`src/rtl/xcore_fifo_pkg.sv`:
```
// rtl/xcore_fifo_pkg.sv - shared types and default widths for the xcore FIFO write side
//
// Purpose: state encoding for the packet writer and the default FIFO geometry
// that the writer's parameters start from.
package xcore_fifo_pkg;

  localparam int DEF_FIFO_DEPTH = 64;
  localparam int DEF_FIFO_WIDTH = 32;
  localparam int DEF_FIFO_PTR   = 6;
  localparam int DEF_CNT_W      = 16;

  typedef enum logic [1:0] {
    ST_IDLE     = 2'd0,
    ST_WRITE    = 2'd1,
    ST_ROLLBACK = 2'd2,
    ST_DROP     = 2'd3
  } wr_state_t;

endpackage

```
`src/rtl/xcore_fifo_pkt_writer.sv`:
```
// rtl/xcore_fifo_pkt_writer.sv - write-domain packet producer with snapshot/rollback
//
// Purpose: takes a valid/ready beat stream and writes only whole, correctly sized,
// error-free packets into the async FIFO. The FIFO write pointer is snapshotted on
// the SOP write and rolled back when a packet turns out bad, so the read side only
// ever sees committed packets (announced through o_commit_toggle).
//
// Ports:
//   i_clk_w, i_rst_w            write clock, async active-low reset
//   i_pkt_*/o_pkt_ready         upstream beat stream (len sampled on SOP only)
//   o_fifo_write_en/data        FIFO write port
//   o_fifo_snapshot/rollback    FIFO write-pointer save/restore strobes
//   i_fifo_full/room_avail      FIFO status (room lags our writes by one cycle)
//   o_commit_toggle             flips once per committed packet (read-domain CDC)
//   o_commit_cnt/o_drop_cnt     committed (wrapping) / dropped (saturating) counts
module xcore_fifo_pkt_writer
  import xcore_fifo_pkg::*;
#(
  parameter int FIFO_DEPTH = DEF_FIFO_DEPTH,
  parameter int FIFO_WIDTH = DEF_FIFO_WIDTH,
  parameter int FIFO_PTR   = DEF_FIFO_PTR,
  parameter int CNT_W      = DEF_CNT_W
) (
  input  logic                  i_clk_w,
  input  logic                  i_rst_w,
  input  logic                  i_pkt_valid,
  output logic                  o_pkt_ready,
  input  logic [FIFO_WIDTH-1:0] i_pkt_data,
  input  logic                  i_pkt_sop,
  input  logic                  i_pkt_eop,
  input  logic [FIFO_PTR:0]     i_pkt_len,
  input  logic                  i_pkt_err,
  output logic                  o_fifo_write_en,
  output logic [FIFO_WIDTH-1:0] o_fifo_data,
  output logic                  o_fifo_snapshot,
  output logic                  o_fifo_rollback,
  input  logic                  i_fifo_full,
  input  logic [FIFO_PTR:0]     i_fifo_room_avail,
  output logic                  o_commit_toggle,
  output logic [CNT_W-1:0]      o_commit_cnt,
  output logic [CNT_W-1:0]      o_drop_cnt
);

  localparam int LW = FIFO_PTR + 1;
  localparam int CW = FIFO_PTR + 2;

  wr_state_t     state;
  logic [LW-1:0] beat_cnt;
  logic [LW-1:0] len_q;
  logic          drop_pending;
  logic          wr_d;

  logic          accept;
  logic          len_bad;
  logic          fits;
  logic [LW-1:0] beat_next;
  logic          w_fault;
  logic          commit_ev;
  logic          drop_ev;

  assign len_bad   = (i_pkt_len == '0) || ({1'b0, i_pkt_len} > CW'(FIFO_DEPTH));
  // Room reported by the FIFO does not yet include last cycle's write, so add it back.
  assign fits      = {1'b0, i_fifo_room_avail} >= ({1'b0, i_pkt_len} + CW'(wr_d));
  assign beat_next = beat_cnt + LW'(1);
  // Any beat in WRITE that would leave the packet malformed.
  assign w_fault   = i_pkt_err | i_pkt_sop
                   | (i_pkt_eop & (beat_next != len_q))
                   | (~i_pkt_eop & (beat_cnt == len_q));
  assign o_fifo_data = i_pkt_data;

  always_comb begin
    o_pkt_ready = 1'b0;
    case (state)
      ST_IDLE:     o_pkt_ready = (i_pkt_sop && !len_bad) ? fits : 1'b1;
      ST_WRITE:    o_pkt_ready = ~i_fifo_full;
      ST_ROLLBACK: o_pkt_ready = 1'b0;
      ST_DROP:     o_pkt_ready = 1'b1;
      default:     o_pkt_ready = 1'b0;
    endcase
  end

  assign accept = i_pkt_valid & o_pkt_ready;

  always_comb begin
    o_fifo_write_en = 1'b0;
    o_fifo_snapshot = 1'b0;
    o_fifo_rollback = 1'b0;
    commit_ev       = 1'b0;
    drop_ev         = 1'b0;
    case (state)
      ST_IDLE: begin
        if (accept && i_pkt_sop) begin
          if (len_bad || i_pkt_err) begin
            drop_ev = 1'b1;
          end else begin
            o_fifo_write_en = 1'b1;
            o_fifo_snapshot = 1'b1;
            commit_ev       = i_pkt_eop && (i_pkt_len == LW'(1));
          end
        end
      end
      ST_WRITE: begin
        if (accept && !w_fault) begin
          o_fifo_write_en = 1'b1;
          commit_ev       = i_pkt_eop;
        end
      end
      ST_ROLLBACK: begin
        o_fifo_rollback = 1'b1;
        drop_ev         = 1'b1;
      end
      default: ;
    endcase
  end

  always_ff @(posedge i_clk_w or negedge i_rst_w) begin
    if (!i_rst_w) begin
      state        <= ST_IDLE;
      beat_cnt     <= '0;
      len_q        <= '0;
      drop_pending <= 1'b0;
      wr_d         <= 1'b0;
    end else begin
      wr_d <= o_fifo_write_en;
      case (state)
        ST_IDLE: begin
          if (accept && i_pkt_sop) begin
            if (len_bad || i_pkt_err) begin
              if (!i_pkt_eop) state <= ST_DROP;
            end else begin
              beat_cnt     <= LW'(1);
              len_q        <= i_pkt_len;
              drop_pending <= 1'b0;
              // A single-beat packet that claims more beats is short: undo its write.
              if (i_pkt_eop) begin
                if (i_pkt_len != LW'(1)) state <= ST_ROLLBACK;
              end else begin
                state <= ST_WRITE;
              end
            end
          end
        end
        ST_WRITE: begin
          if (accept) begin
            if (w_fault) begin
              state        <= ST_ROLLBACK;
              drop_pending <= ~i_pkt_eop;
            end else if (i_pkt_eop) begin
              state <= ST_IDLE;
            end else begin
              beat_cnt <= beat_next;
            end
          end
        end
        ST_ROLLBACK: state <= drop_pending ? ST_DROP : ST_IDLE;
        ST_DROP:     if (accept && i_pkt_eop) state <= ST_IDLE;
        default:     state <= ST_IDLE;
      endcase
    end
  end

  always_ff @(posedge i_clk_w or negedge i_rst_w) begin
    if (!i_rst_w) begin
      o_commit_toggle <= 1'b0;
      o_commit_cnt    <= '0;
      o_drop_cnt      <= '0;
    end else begin
      if (commit_ev) begin
        o_commit_toggle <= ~o_commit_toggle;
        o_commit_cnt    <= o_commit_cnt + CNT_W'(1);
      end
      if (drop_ev && (o_drop_cnt != {CNT_W{1'b1}})) begin
        o_drop_cnt <= o_drop_cnt + CNT_W'(1);
      end
    end
  end

endmodule

```
`config.mk`:
```
export PLATFORM = sky130hd
export DESIGN_NAME = xcore_fifo_pkt_writer
export DESIGN_NICKNAME = d
export VERILOG_FILES = /design/src/rtl/xcore_fifo_pkg.sv /design/src/rtl/xcore_fifo_pkt_writer.sv
export SDC_FILE = /design/constraint.sdc
export NUM_CORES = 1
export LEC_CHECK = 0
export ABC_AREA = 1
export ABC_CLOCK_PERIOD_IN_PS = 6500
export BUFFER_PORTS_ARGS = -buffer_cell sky130_fd_sc_hd__clkbuf_2
export CORE_ASPECT_RATIO = 0.75
export CORE_MARGIN = 1
export CORE_UTILIZATION = 56
export CTS_CLUSTER_DIAMETER = 40
export CTS_CLUSTER_SIZE = 40
export DETAILED_ROUTE_END_ITERATION = 7
export GPL_TIMING_DRIVEN = 0
export PLACE_DENSITY = 0.89
export REMOVE_ABC_BUFFERS = 1
export SYNTH_ARGS = -nofsm -noshare
export SYNTH_HDL_FRONTEND = slang
export SYNTH_SLANG_ARGS = --single-unit
```
`constraint.sdc`:
```
create_clock -name i_clk_w -period 6.5 [get_ports i_clk_w]
set_input_delay 1.3 -clock i_clk_w [delete_from_list [all_inputs] [get_ports i_clk_w]]
set_output_delay 1.3 -clock i_clk_w [all_outputs]
set_load 0.05 [all_outputs]
```
## Word-level counts from Yosys, hierarchy flattened

Cells that the tools add are included.

| word-level totals | value |
|---|---|
| register bits after elaboration | 51 |
| bits of input ports | 53 |
| logic and storage cells | 96 |

| operators by class | value |
|---|---|
| $add $sub $neg | 4 |
| magnitude comparators | 2 |
| eq/ne operators | 18 |
| mux-type cells | 37 |
| bitwise gates (word level) | 10 |
| reductions and logical operators | 17 |

Operators with widths:

| cell | count |
|---|---|
| 2-to-1 mux 7 bit | 5 |
| adder 16 x 1 -> 16 bit, second input constant | 2 |
| 2-to-1 mux 2 bit | 10 |
| inequality test 16 bit, second input constant | 1 |
| 2-to-1 mux 1 bit | 15 |
| inequality test 2 bit, second input constant | 7 |
| one-hot mux 7 bit (2 select lines) | 1 |
| AND reduction 6 bit | 2 |
| inequality test 3 bit, second input constant | 3 |
| adder 7 x 1 -> 8 bit | 1 |
| greater-or-equal comparator 7 x 8 -> 1 bit | 1 |
| one-hot mux 1 bit (2 select lines) | 4 |
| one-hot mux 2 bit (4 select lines) | 1 |
| adder 7 x 1 -> 7 bit, second input constant | 1 |
| equality test 7 x 1 -> 1 bit, second input constant | 1 |
| equality test 7 bit | 1 |
| greater-than comparator 7 bit, second input constant | 1 |
| zero test 7 bit | 1 |
| inequality test 7 x 1 -> 1 bit, second input constant | 1 |
| inequality test 7 bit | 1 |
| logical AND 1 bit | 6 |
| AND reduction 5 bit | 1 |
| equality test 2 bit, second input constant | 2 |
| inverter 1 bit | 4 |
| other kinds (9) | 15 |

## Depth between registers and ports, before layout

Gate-level depths: netlist (run 1).

| depth | value |
|---|---|
| word-level depth | 11 |
| gate-level depth with buffers | 19 |

## Least setup slack after synthesis (run 1)

Ideal clock, no wire load.

| timing path | value |
|---|---|
| path type | input to output |
| start | in i_pkt_len[0] |
| end | out o_fifo_snapshot |
| data arrival time | 3.300 ns |
| required time | 5.200 ns |
| setup slack | 1.900 ns |
| cell stages on the path | 15 |
| buffers on the path | 1 |
| cells stage by stage | ha_1 -> nand2_1 -> nor2_1 -> inv_1 -> nor3_1 -> xor2_1 -> inv_1 -> ha_1 -> nand2_1 -> nor2_1 -> nand2_1 -> nand3_2 -> nand4_1 -> nor2_1 -> buf_2 |

| on the way | value |
|---|---|
| longest elaborated chain between the ends | 10 |
| elaborated cells on any way between the ends | 15 |
| those cells by class | add/sub: 1; order compare: 2; mux: 5; bitwise: 1; reduce/logical: 6 |

Ends and longest elaborated chain:

| what | RTL line | RTL |
|---|---|---|
| start, declared | xcore_fifo_pkt_writer.sv:31 | `input logic [FIFO_PTR:0] i_pkt_len,` |
| branches (longest 8 deep; another with adder 7 x 1 -> 8 bit) | - |  |
| 2-to-1 mux 1 bit * | xcore_fifo_pkt_writer.sv:92 | `if (accept && i_pkt_sop) begin` |
| 2-to-1 mux 1 bit * | xcore_fifo_pkt_writer.sv:90 | `case (state)` |
| end, declared | xcore_fifo_pkt_writer.sv:35 | `output logic o_fifo_snapshot,` |

Every way passes the cells marked *.

## Worst setup path in the final report (run 1)

| timing path | value |
|---|---|
| start | in i_pkt_len[0] |
| end | out o_fifo_write_en |

| on the way | value |
|---|---|
| longest elaborated chain between the ends | 10 |
| elaborated cells on any way between the ends | 17 |
| those cells by class | add/sub: 1; order compare: 2; mux: 6; bitwise: 1; reduce/logical: 7 |

Ends and longest elaborated chain:

| what | RTL line | RTL |
|---|---|---|
| branches (longest 9 deep; another with adder 7 x 1 -> 8 bit) | - |  |
| one-hot mux 1 bit (2 select lines) * | xcore_fifo_pkt_writer.sv:90 |  |
| end, declared | xcore_fifo_pkt_writer.sv:33 | `output logic o_fifo_write_en,` |

Marked as above.

==> impl_metrics.json, run 1 <==
{
  "final.setup_skew_ns": 0.00803,
  "dieWidth_um": 98.1,
  "fp.dieArea_um2": 7260,
  "post-cts-setup-buffer-count": 0,
  "die_h_um": 74.1,
  "track_usage_pct": 29.8,
  "status": "finished with violations",
  "crit_path_end_kind": "output pin",
  "holdWs_ns": 0.496,
  "io_buffers": 57,
  "cts_buffers": 5,
  "drive_gt1_share_pct": 14.9,
  "synthTopCellsByArea": "dfrtp_1, nand2_1, nand3_1, buf_4, inv_1",
  "core.rowCount": 25,
  "worstMarginPinSlew_ns": 0.896,
  "initialDrtViolationCount": 249,
  "worstReg2RegStart": "wr_d$_DFF_PN0_",
  "ys_seq_elements": 51,
  "grt_setup_unrepaired": "no",
  "antenna_found_initial": 0,
  "cts_buffer_depth": 2,
  "place_area_um2": 3960,
  "vias": 3711,
  "insertion_delay_ns": 0.30,
  "wl_per_cell_um": 15.6,
  "layout_min_cycle_time_ns": 5.62,
  "hold_class": "flip-flop to flip-flop",
  "r2r_cells": 17,
  "routed_via_density": 5.62,
  "wl_met1_mm": 4.49,
  "critPathRequiredTime_ns": 5.20,
  "hold_violations": 0,
  "syn_area_per_cell_um2": 7.00,
  "ys_warn_count": 0,
  "cts_max_level": 2,
  "drtPass1Iterations": 8,
  "fillers": 573,
  "coreArea_um2": 6510,
  "highest_layer": "met5",
  "drv_cap": 0,
  "slew_headroom_pct": 40.1,
  "synth.distinct_cells": 32,
  "gp_congestion": 0.874,
  "antenna_left": 0,
  "wl_met3_mm": 1.21,
  "cts_tree": "done",
  "leakage_uw": 0.00214,
  "cts_hold_buffers": 0,
  "cts-root-buf": "clkbuf_8",
  "timing.rr.end": "o_drop_cnt[0]$_DFFE_PN0P_",
  "worstSetupPathType": "input pin to output pin",
  "hold_start": "drop_pending$_DFFE_PN0P_",
  "start_util_pct": 59.6,
  "drt-total-wl_mm": 10.3,
  "overflow": 0,
  "syn-instance-count": 554,
  "max_clock_freq_ghz": 0.178,
  "synth-edff-count": 0,
  "ys_top_cells_by_count": "nand2_1, nand3_1, inv_1",
  "syn2layout_area_growth_pct": 5.23,
  "violations": "design-rule violations",
  "pin_count": 122,
  "finalSetupViolCount": 0,
  "crit_fanout": 16,
  "hold_end": "drop_pending$_DFFE_PN0P_",
  "grt_max_degree": 52,
  "finalCritPeriodShare_pct": 86.4,
  "n_antenna_cell": 0,
  "grt_pass1_wl_mm": 16.8,
  "clkTransAtPathRegs_ns": 0.08,
  "clock-sinks": 51,
  "drc": 3,
  "fin_area_um2": 4080,
  "synth_top_cell_area_share_pct": 32.9,
  "cts_resized": 0,
  "ys_seq_area_share_pct": 32.9,
  "hpwl_mm": 7.74,
  "final_nets": 643,
  "netlist_area_um2": 3880,
  "grt_pass1_vias": 3387,
  "report.final.slew_viol_count": 0,
  "whs_path_depth": 2,
  "synth_ff_type": "dfrtp_1",
  "yosysMostFrequentCell": "nand2_1",
  "async_reset_ff_share_pct": 100,
  "rrSetupSlack_ns": 3.28,
  "setup_tns_ns": 0,
  "worstPathArrival_ns": 4.32,
  "start_kind": "input pin",
  "dr_wl_met2_mm": 4.39,
  "p_per_area_nw_per_um2": 303,
  "worst_ir_drop_vdd_mv": 0.314,
  "yosysTopAreaCell": "dfrtp_1"
}
-- flip-flops by register name, indices dropped and copies added, names as in the netlist --
signal	flops
beat_cnt	7
o_commit_toggle	1
state	2
wr_d	1
len_q	7
o_commit_cnt	16
drop_pending	1
o_drop_cnt	16
-- per-stage QoR --
step,util (%),total power [uW],worst slack (ns),cells
final,62.7,1240,0.882,660
after floorplan,-,886,1.05,513
after global placement,60.9,999,1.02,651
after CTS,62.4,1240,0.935,659
after detailed placement,60.9,1030,0.949,651
after global routing,62.7,1330,0.561,660
-- layout by cell type (no fill, tap or decap), types with 12 or more instances in the layout --
cell      count
inv_1        56
nor2_1       45
o21ai_0      19
dfrtp_1      51
nand2_1     180
nand3_1      63
xor2_1       18
xnor2_1      17
clkbuf_2     56
ha_1         12
-- cell families after synthesis --
group	count (synthesis)	share of synthesized area, %
buffers and inverters	101	13.6
and+or+nand+nor	322	36.7
xor gates and xnor gates	35	7.91
adders and majority gates	12	3.87
AOI/OAI and AO/OA	33	4.94
DFF	51	32.9
-- critical path: stages --
cell and delay (ns):
clkbuf_2 0.14, ha_1 0.17, nand2_1 0.07, nor2_1 0.14
inv_1 0.07, nor3_1 0.19, xor2_1 0.18, inv_1 0.06
ha_1 0.27, nand2_1 0.06, nor2_1 0.09, nand2_1 0.07
nand3_2 0.11, nand4_1 0.15, nor2_1 0.72, a31o_2 0.24
clkbuf_2 0.28
-- cell type report --
type,count,area (um^2),area share [%]
Clock buffer,8,100,2.45
Tap cell,81,101,2.48
Multi-Input combinational cell,402,2070,50.8
Timing Repair Buffer,58,305,7.48
Inverter,60,225,5.52
Sequential cell,51,1280,31.3
-- routing by layer --
layer  vias up  GRT usage, %
met3        18          14.4
met4         4          5.56
li1       1774             -
met1      1729          38.5
met5         -          11.5
met2       186          44.8
-- how the worst max path moves through the flow --
stage                  from         endpoint  slack [ns]
3_3_place_gp   i_pkt_len[0]  o_fifo_write_en        1.02
6_report       i_pkt_len[0]  o_fifo_write_en        0.88
2_1_floorplan  i_pkt_len[0]  o_fifo_write_en        1.05
5_1_grt        i_pkt_len[0]  o_fifo_write_en        0.56
3_5_place_dp   i_pkt_len[0]  o_fifo_write_en        0.95
4_1_cts        i_pkt_len[0]  o_fifo_write_en        0.94
-- power breakdown --
group / switching [uW] / internal [uW]
sequential: 75.2 / 385
clock: 100 / 97.4
combinational: 417 / 161
total: 592 / 644
Note: power is estimated with default switching activity, not from simulation.
==> run 2: changes to the inputs <==
--- a/config.mk
+++ b/config.mk
@@ -17,6 +17,7 @@
 export GPL_TIMING_DRIVEN = 0
 export PLACE_DENSITY = 0.89
 export REMOVE_ABC_BUFFERS = 1
+export SLEW_MARGIN = 20
 export SYNTH_ARGS = -nofsm -noshare
 export SYNTH_HDL_FRONTEND = slang
 export SYNTH_SLANG_ARGS = --single-unit
==> constraint.sdc (replaced) <==
create_clock -name i_clk_w -period 6.5 [get_ports i_clk_w]
set_input_delay 1.3 -clock i_clk_w [delete_from_list [all_inputs] [get_ports i_clk_w]]
set_output_delay 1.3 -clock i_clk_w [all_outputs]
set_load 0.005 [all_outputs]
==> run 2 against run 1 <==
Net effect: the flow still finishes with violations (design-rule violations); wire length fell by 0.90%; maximum frequency rose by 3.1%; clock-buffer cell count did not move; critical path depth did not move; global-route usage fell by 0.23 points; non-clock buffer count fell by 1; design area fell by 0.43%; register-to-register slack barely moved; critical endpoint unchanged; largest cell class unchanged; largest power group unchanged.
==> impl_metrics.json, run 2 (synthesis results as in run 1) <==
{
  "status": "finished with violations",
  "violations": "design-rule violations",
  "final_nets": 642,
  "drt-total-wl_mm": 10.2,
  "max_clock_freq_ghz": 0.184,
  "grt_pass1_wl_mm": 16.6,
  "track_usage_pct": 29.6,
  "dieWidth_um": 98.1,
  "top_regs": "o_commit_cnt x16, o_drop_cnt x16",
  "start_util_pct": 59.6,
  "clock-sinks": 51,
  "pin_count": 122,
  "layout_common_cells": "nand2_1, nand3_1, inv_1, clkbuf_2, dfrtp_1",
  "hold_class": "flip-flop to flip-flop",
  "finalCritPeriodShare_pct": 83.8,
  "crit_fanout": 16,
  "hold_violations": 0,
  "die_h_um": 74.1,
  "cts_resized": 0,
  "grt_setup_unrepaired": "no",
  "core.rowCount": 25,
  "dp.cells": 651,
  "routed_via_density": 5.63,
  "fp.dieArea_um2": 7260,
  "worstSetupPathType": "input pin to output pin",
  "cts_tree": "done",
  "hpwl_mm": 7.69,
  "coreArea_um2": 6510,
  "drive_gt1_share_pct": 14.7,
  "report.final.slew_viol_count": 0,
  "drc": 3,
  "clkTransAtPathRegs_ns": 0.09,
  "use_met1_pct": 38.3,
  "gp_congestion": 0.874,
  "final_cells": 659,
  "grtUsageMet3_pct": 14.3,
  "initialDrtViolationCount": 319,
  "slew_headroom_pct": 41.2,
  "final_common_cell": "nand2_1",
  "drtPass1Iterations": 8,
  "post-cts-setup-buffer-count": 0,
  "cts_hold_buffers": 0,
  "overflow": 0,
  "cts_buffers": 5,
  "finalSetupViolCount": 0,
  "io_buffers": 57,
  "cts-root-buf": "clkbuf_8",
  "wl_per_cell_um": 15.5,
  "final.setup_skew_ns": 0.00675,
  "antenna_found_initial": 0,
  "syn2layout_area_growth_pct": 4.78,
  "leakage_uw": 0.00213,
  "cts_buffer_depth": 2,
  "p_per_area_nw_per_um2": 283,
  "drv_cap": 0,
  "critPathRequiredTime_ns": 5.20,
  "worst_ir_drop_vdd_mv": 0.241,
  "vias": 3709,
  "worstPathArrival_ns": 4.15,
  "setup_tns_ns": 0,
  "worstMarginPinSlew_ns": 0.878,
  "grt_use_met2_pct": 44.1,
  "grt_max_degree": 52,
  "antenna_left": 0,
  "crit_path_end_kind": "output pin",
  "top_usage_layer": "met2",
  "start_kind": "input pin",
  "grt_pass1_vias": 3325,
  "layout_min_cycle_time_ns": 5.45,
  "n_antenna_cell": 0,
  "cts_max_level": 2,
  "insertion_delay_ns": 0.30
}
==> run 2: cell types whose count changed in the layout (fill, tap and decap cells not counted), sizes merged <==
cell	before	now
buf	2	0
clkbuf	64	65
==> run 2: critical path, stage by stage <==
cell	delay, ns
clkbuf_2	0.15
ha_1	0.17
nand2_1	0.08
nor2_1	0.14
inv_1	0.07
nor3_1	0.19
xor2_1	0.17
inv_1	0.06
ha_1	0.26
nand2_1	0.06
nor2_1	0.09
nand2_1	0.07
nand3_2	0.11
nand4_1	0.16
nor2_1	0.71
a31o_2	0.24
clkbuf_2	0.12
==> run 2: through the flow <==
| step | instance area (um^2) | total power (uW) | worst slack (ns) | hold slack (ns) | utilization, % |
|---|---|---|---|---|---|
| after floorplan | 3570 | 797 | 1.82 | 0.442 | - |
| after global placement | 3960 | 910 | 1.19 | 0.462 | 60.9 |
| after detailed placement | 3960 | 942 | 1.12 | 0.473 | 60.9 |
| after CTS | 4060 | 1150 | 1.10 | 0.498 | 62.4 |
| after global routing | 4060 | 1240 | 0.742 | 0.535 | 62.4 |
| final | 4060 | 1150 | 1.05 | 0.496 | 62.4 |
==> run 2: routing by layer <==
layer / part of all wire (%) / vias up
met5: 1.1 / -
met4: 1.3 / 4
met3: 12 / 26
met2: 42 / 186
met1: 44 / 1714
li1: - / 1779
==> run 2: final cells by class <==
cell class / count / area [um^2]
fill: 569 / 2440
multi-input combinational: 402 / 2070
sequential: 51 / 1280
timing repair buffer: 57 / 288
inverter: 60 / 225
tap: 81 / 101
clock buffer: 8 / 100
==> run 2: power breakdown <==
part	leakage [uW]	switching, uW	total [uW]	internal, uW
Combinational	0.00140	326	487	160
Clock	0.0000515	104	202	97.4
Sequential	0.000681	74.6	460	385
==> run 2: final timing paths <==
check                                                 end  slack [ns]                      from  cells past startpoint
worst max register to register  o_drop_cnt[0]$_DFFE_PN0P_        3.27            wr_d$_DFF_PN0_                     17
worst min-delay path             drop_pending$_DFFE_PN0P_        0.50  drop_pending$_DFFE_PN0P_                      2
min in group asynchronous         beat_cnt[0]$_DFFE_PN0P_        1.05                   i_rst_w                      1
max in group asynchronous            len_q[6]$_DFFE_PN0P_        4.99                   i_rst_w                      1
worst max-delay path                      o_fifo_write_en        1.05              i_pkt_len[0]                     17
worst min register to register   drop_pending$_DFFE_PN0P_        0.50  drop_pending$_DFFE_PN0P_                      2
==> run 3: changes to the inputs <==
--- a/config.mk
+++ b/config.mk
@@ -6,16 +6,16 @@
 export NUM_CORES = 1
 export LEC_CHECK = 0
 export ABC_AREA = 1
-export ABC_CLOCK_PERIOD_IN_PS = 6500
+export ABC_CLOCK_PERIOD_IN_PS = 5400
 export BUFFER_PORTS_ARGS = -buffer_cell sky130_fd_sc_hd__clkbuf_2
 export CORE_ASPECT_RATIO = 0.75
 export CORE_MARGIN = 1
-export CORE_UTILIZATION = 56
+export CORE_UTILIZATION = 52
 export CTS_CLUSTER_DIAMETER = 40
 export CTS_CLUSTER_SIZE = 40
 export DETAILED_ROUTE_END_ITERATION = 7
 export GPL_TIMING_DRIVEN = 0
-export PLACE_DENSITY = 0.89
+export PLACE_DENSITY = 0.83
 export REMOVE_ABC_BUFFERS = 1
 export SLEW_MARGIN = 20
 export SYNTH_ARGS = -nofsm -noshare
==> constraint.sdc (replaced) <==
create_clock -name i_clk_w -period 5.4 [get_ports i_clk_w]
set_input_delay 1.08 -clock i_clk_w [delete_from_list [all_inputs] [get_ports i_clk_w]]
set_output_delay 1.08 -clock i_clk_w [all_outputs]
set_load 0.005 [all_outputs]
==> run 3 against run 2 <==
Net effect: the flow now finishes without violations; global-route usage down 3.1 points; combinational power up 18%; via count decreased by 2.1%; die area increased by 7.5%; critical endpoint unchanged; highest routed layer unchanged.
==> impl_metrics.json, run 3 (synthesis results as in run 1) <==
{
  "drt-total-wl_mm": 10.1,
  "status": "finished clean",
  "fillers": 629,
  "drv_cap": 0,
  "worstPathArrival_ns": 3.86,
  "finalSetupViolCount": 0,
  "r2r_cells": 17,
  "place_ws_ns": 0.502,
  "critPathRequiredTime_ns": 4.32,
  "crit_chain": "clkbuf_2, ha_1, nand2_1, nor2_1, inv_1, nor3_1, xor2_1, inv_1, ha_1, nand2_1, nor2_1, nand2_1, nand3_2, nand4_1, nor2_1, a31o_2, clkbuf_2",
  "cts_buffer_depth": 2,
  "hpwl_mm": 7.49,
  "drtPass1Iterations": 5,
  "initialDrtViolationCount": 244,
  "hold_class": "flip-flop to flip-flop",
  "grt_pass1_vias": 3175,
  "cts_tree": "done",
  "antenna_left": 0,
  "post-cts-setup-buffer-count": 0,
  "grt_max_degree": 52,
  "dp.cells": 668,
  "final.setup_skew_ns": 0.00946,
  "antenna_found_initial": 0,
  "io_buffers": 57,
  "cts_hold_buffers": 0,
  "final_util_pct": 58.6,
  "coreArea_um2": 6990,
  "crit_path_top_delay_cell": "nor2_1",
  "clock-sinks": 51,
  "fp.dieArea_um2": 7810,
  "setup_tns_ns": 0,
  "p_per_area_nw_per_um2": 344,
  "finalCritPeriodShare_pct": 91.4,
  "report.final.slew_viol_count": 0,
  "drive_gt1_share_pct": 14.9,
  "dieWidth_um": 102,
  "gp_congestion": 0.861,
  "cts_buffers": 5,
  "start_kind": "input pin",
  "clkTransAtPathRegs_ns": 0.08,
  "track_usage_pct": 26.5,
  "worst_slack_ns": 0.463,
  "final_common_cell": "nand2_1",
  "final_nets": 642,
  "layout_min_cycle_time_ns": 4.94,
  "layout_common_cells": "nand2_1, nand3_1, inv_1, clkbuf_2, dfrtp_1",
  "pin_count": 122,
  "wl_per_cell_um": 14.9,
  "n_antenna_cell": 0,
  "syn2layout_area_growth_pct": 5.78,
  "finalPower_uw": 1410,
  "whs_path_depth": 2,
  "max_clock_freq_ghz": 0.203,
  "crit_path_end_kind": "output pin",
  "final_cells": 676,
  "cts_resized": 0,
  "worstSetupPathType": "input pin to output pin",
  "die_h_um": 76.8,
  "worst_ir_drop_vdd_mv": 0.263,
  "max_stage_delay_ns": 0.72,
  "hold_violations": 0,
  "cts_max_level": 2,
  "cts-root-buf": "clkbuf_8",
  "crit_fanout": 16,
  "start_util_pct": 55.4,
  "grt_pass1_wl_mm": 16.1,
  "cp.depth": 17,
  "core.rowCount": 26,
  "routed_via_density": 5.37,
  "top_regs": "o_commit_cnt x16, o_drop_cnt x16",
  "overflow": 0,
  "crit_buf_inv": 4,
  "drc": 0,
  "leakage_uw": 0.00214,
  "insertion_delay_ns": 0.31,
  "worstMarginPinSlew_ns": 0.906,
  "vias": 3632,
  "grt_setup_unrepaired": "no",
  "critical_path.top_delay_family": "simple AND/OR/NAND/NOR gates",
  "slew_headroom_pct": 39.4
}
[run 3: changes by cell type in the layout (fill, tap and decap cells not counted)]
cell,previous run,this run
clkbuf_8,7,6
bufinv_16,0,1
clkbuf_1,1,0
clkinv_2,0,1
[run 3: layout make-up]
type	count	area (um^2)	area share (%)
Clock buffer	6	82.6	2.01
Multi-Input combinational cell	402	2070	50.5
Timing Repair Buffer	57	288	7.02
Sequential cell	51	1280	31.1
Tap cell	98	123	2.99
Clock inverter	2	35.0	0.854
Inverter	60	225	5.49
[run 3: path summary, 6_finish.rpt]
| check | startpoint | to | slack (ns) |
|---|---|---|---|
| max | i_pkt_len[0] | o_fifo_write_en | 0.46 |
| min | drop_pending$_DFFE_PN0P_ | drop_pending$_DFFE_PN0P_ | 0.49 |
| max reg2reg | wr_d$_DFF_PN0_ | o_drop_cnt[9]$_DFFE_PN0P_ | 2.19 |
| min reg2reg | drop_pending$_DFFE_PN0P_ | drop_pending$_DFFE_PN0P_ | 0.49 |
| max in group asynchronous | i_rst_w | beat_cnt[5]$_DFFE_PN0P_ | 4.10 |
| min in group asynchronous | i_rst_w | state[1]$_DFFE_PN0P_ | 0.84 |
[run 3: metrics by stage]
| step | hold slack (ns) | area, um^2 |
|---|---|---|
| floorplan | 0.442 | 3570 |
| global placement | 0.462 | 3980 |
| detailed placement | 0.465 | 3980 |
| CTS | 0.492 | 4100 |
| global route | 0.531 | 4100 |
| finish | 0.487 | 4100 |
[run 3: power breakdown]
| part | internal (uW) | switching, uW |
|---|---|---|
| sequential | 464 | 90.0 |
| clock | 150 | 129 |
| combinational | 193 | 385 |
[run 3: layer usage]
| layer | wire length, um | global-route usage, % |
|---|---|---|
| met5 | 38 | 7.69 |
| met3 | 1220 | 11.9 |
| met4 | 125 | 4.64 |
| met2 | 4100 | 35.5 |
| met1 | 4600 | 38.2 |
[run 3: worst min-delay path: cells and delay by family (launching register included)]
family,cells,cell delay (ns)
AND/OR/NAND/NOR,2,0.10
flip-flops,1,0.36
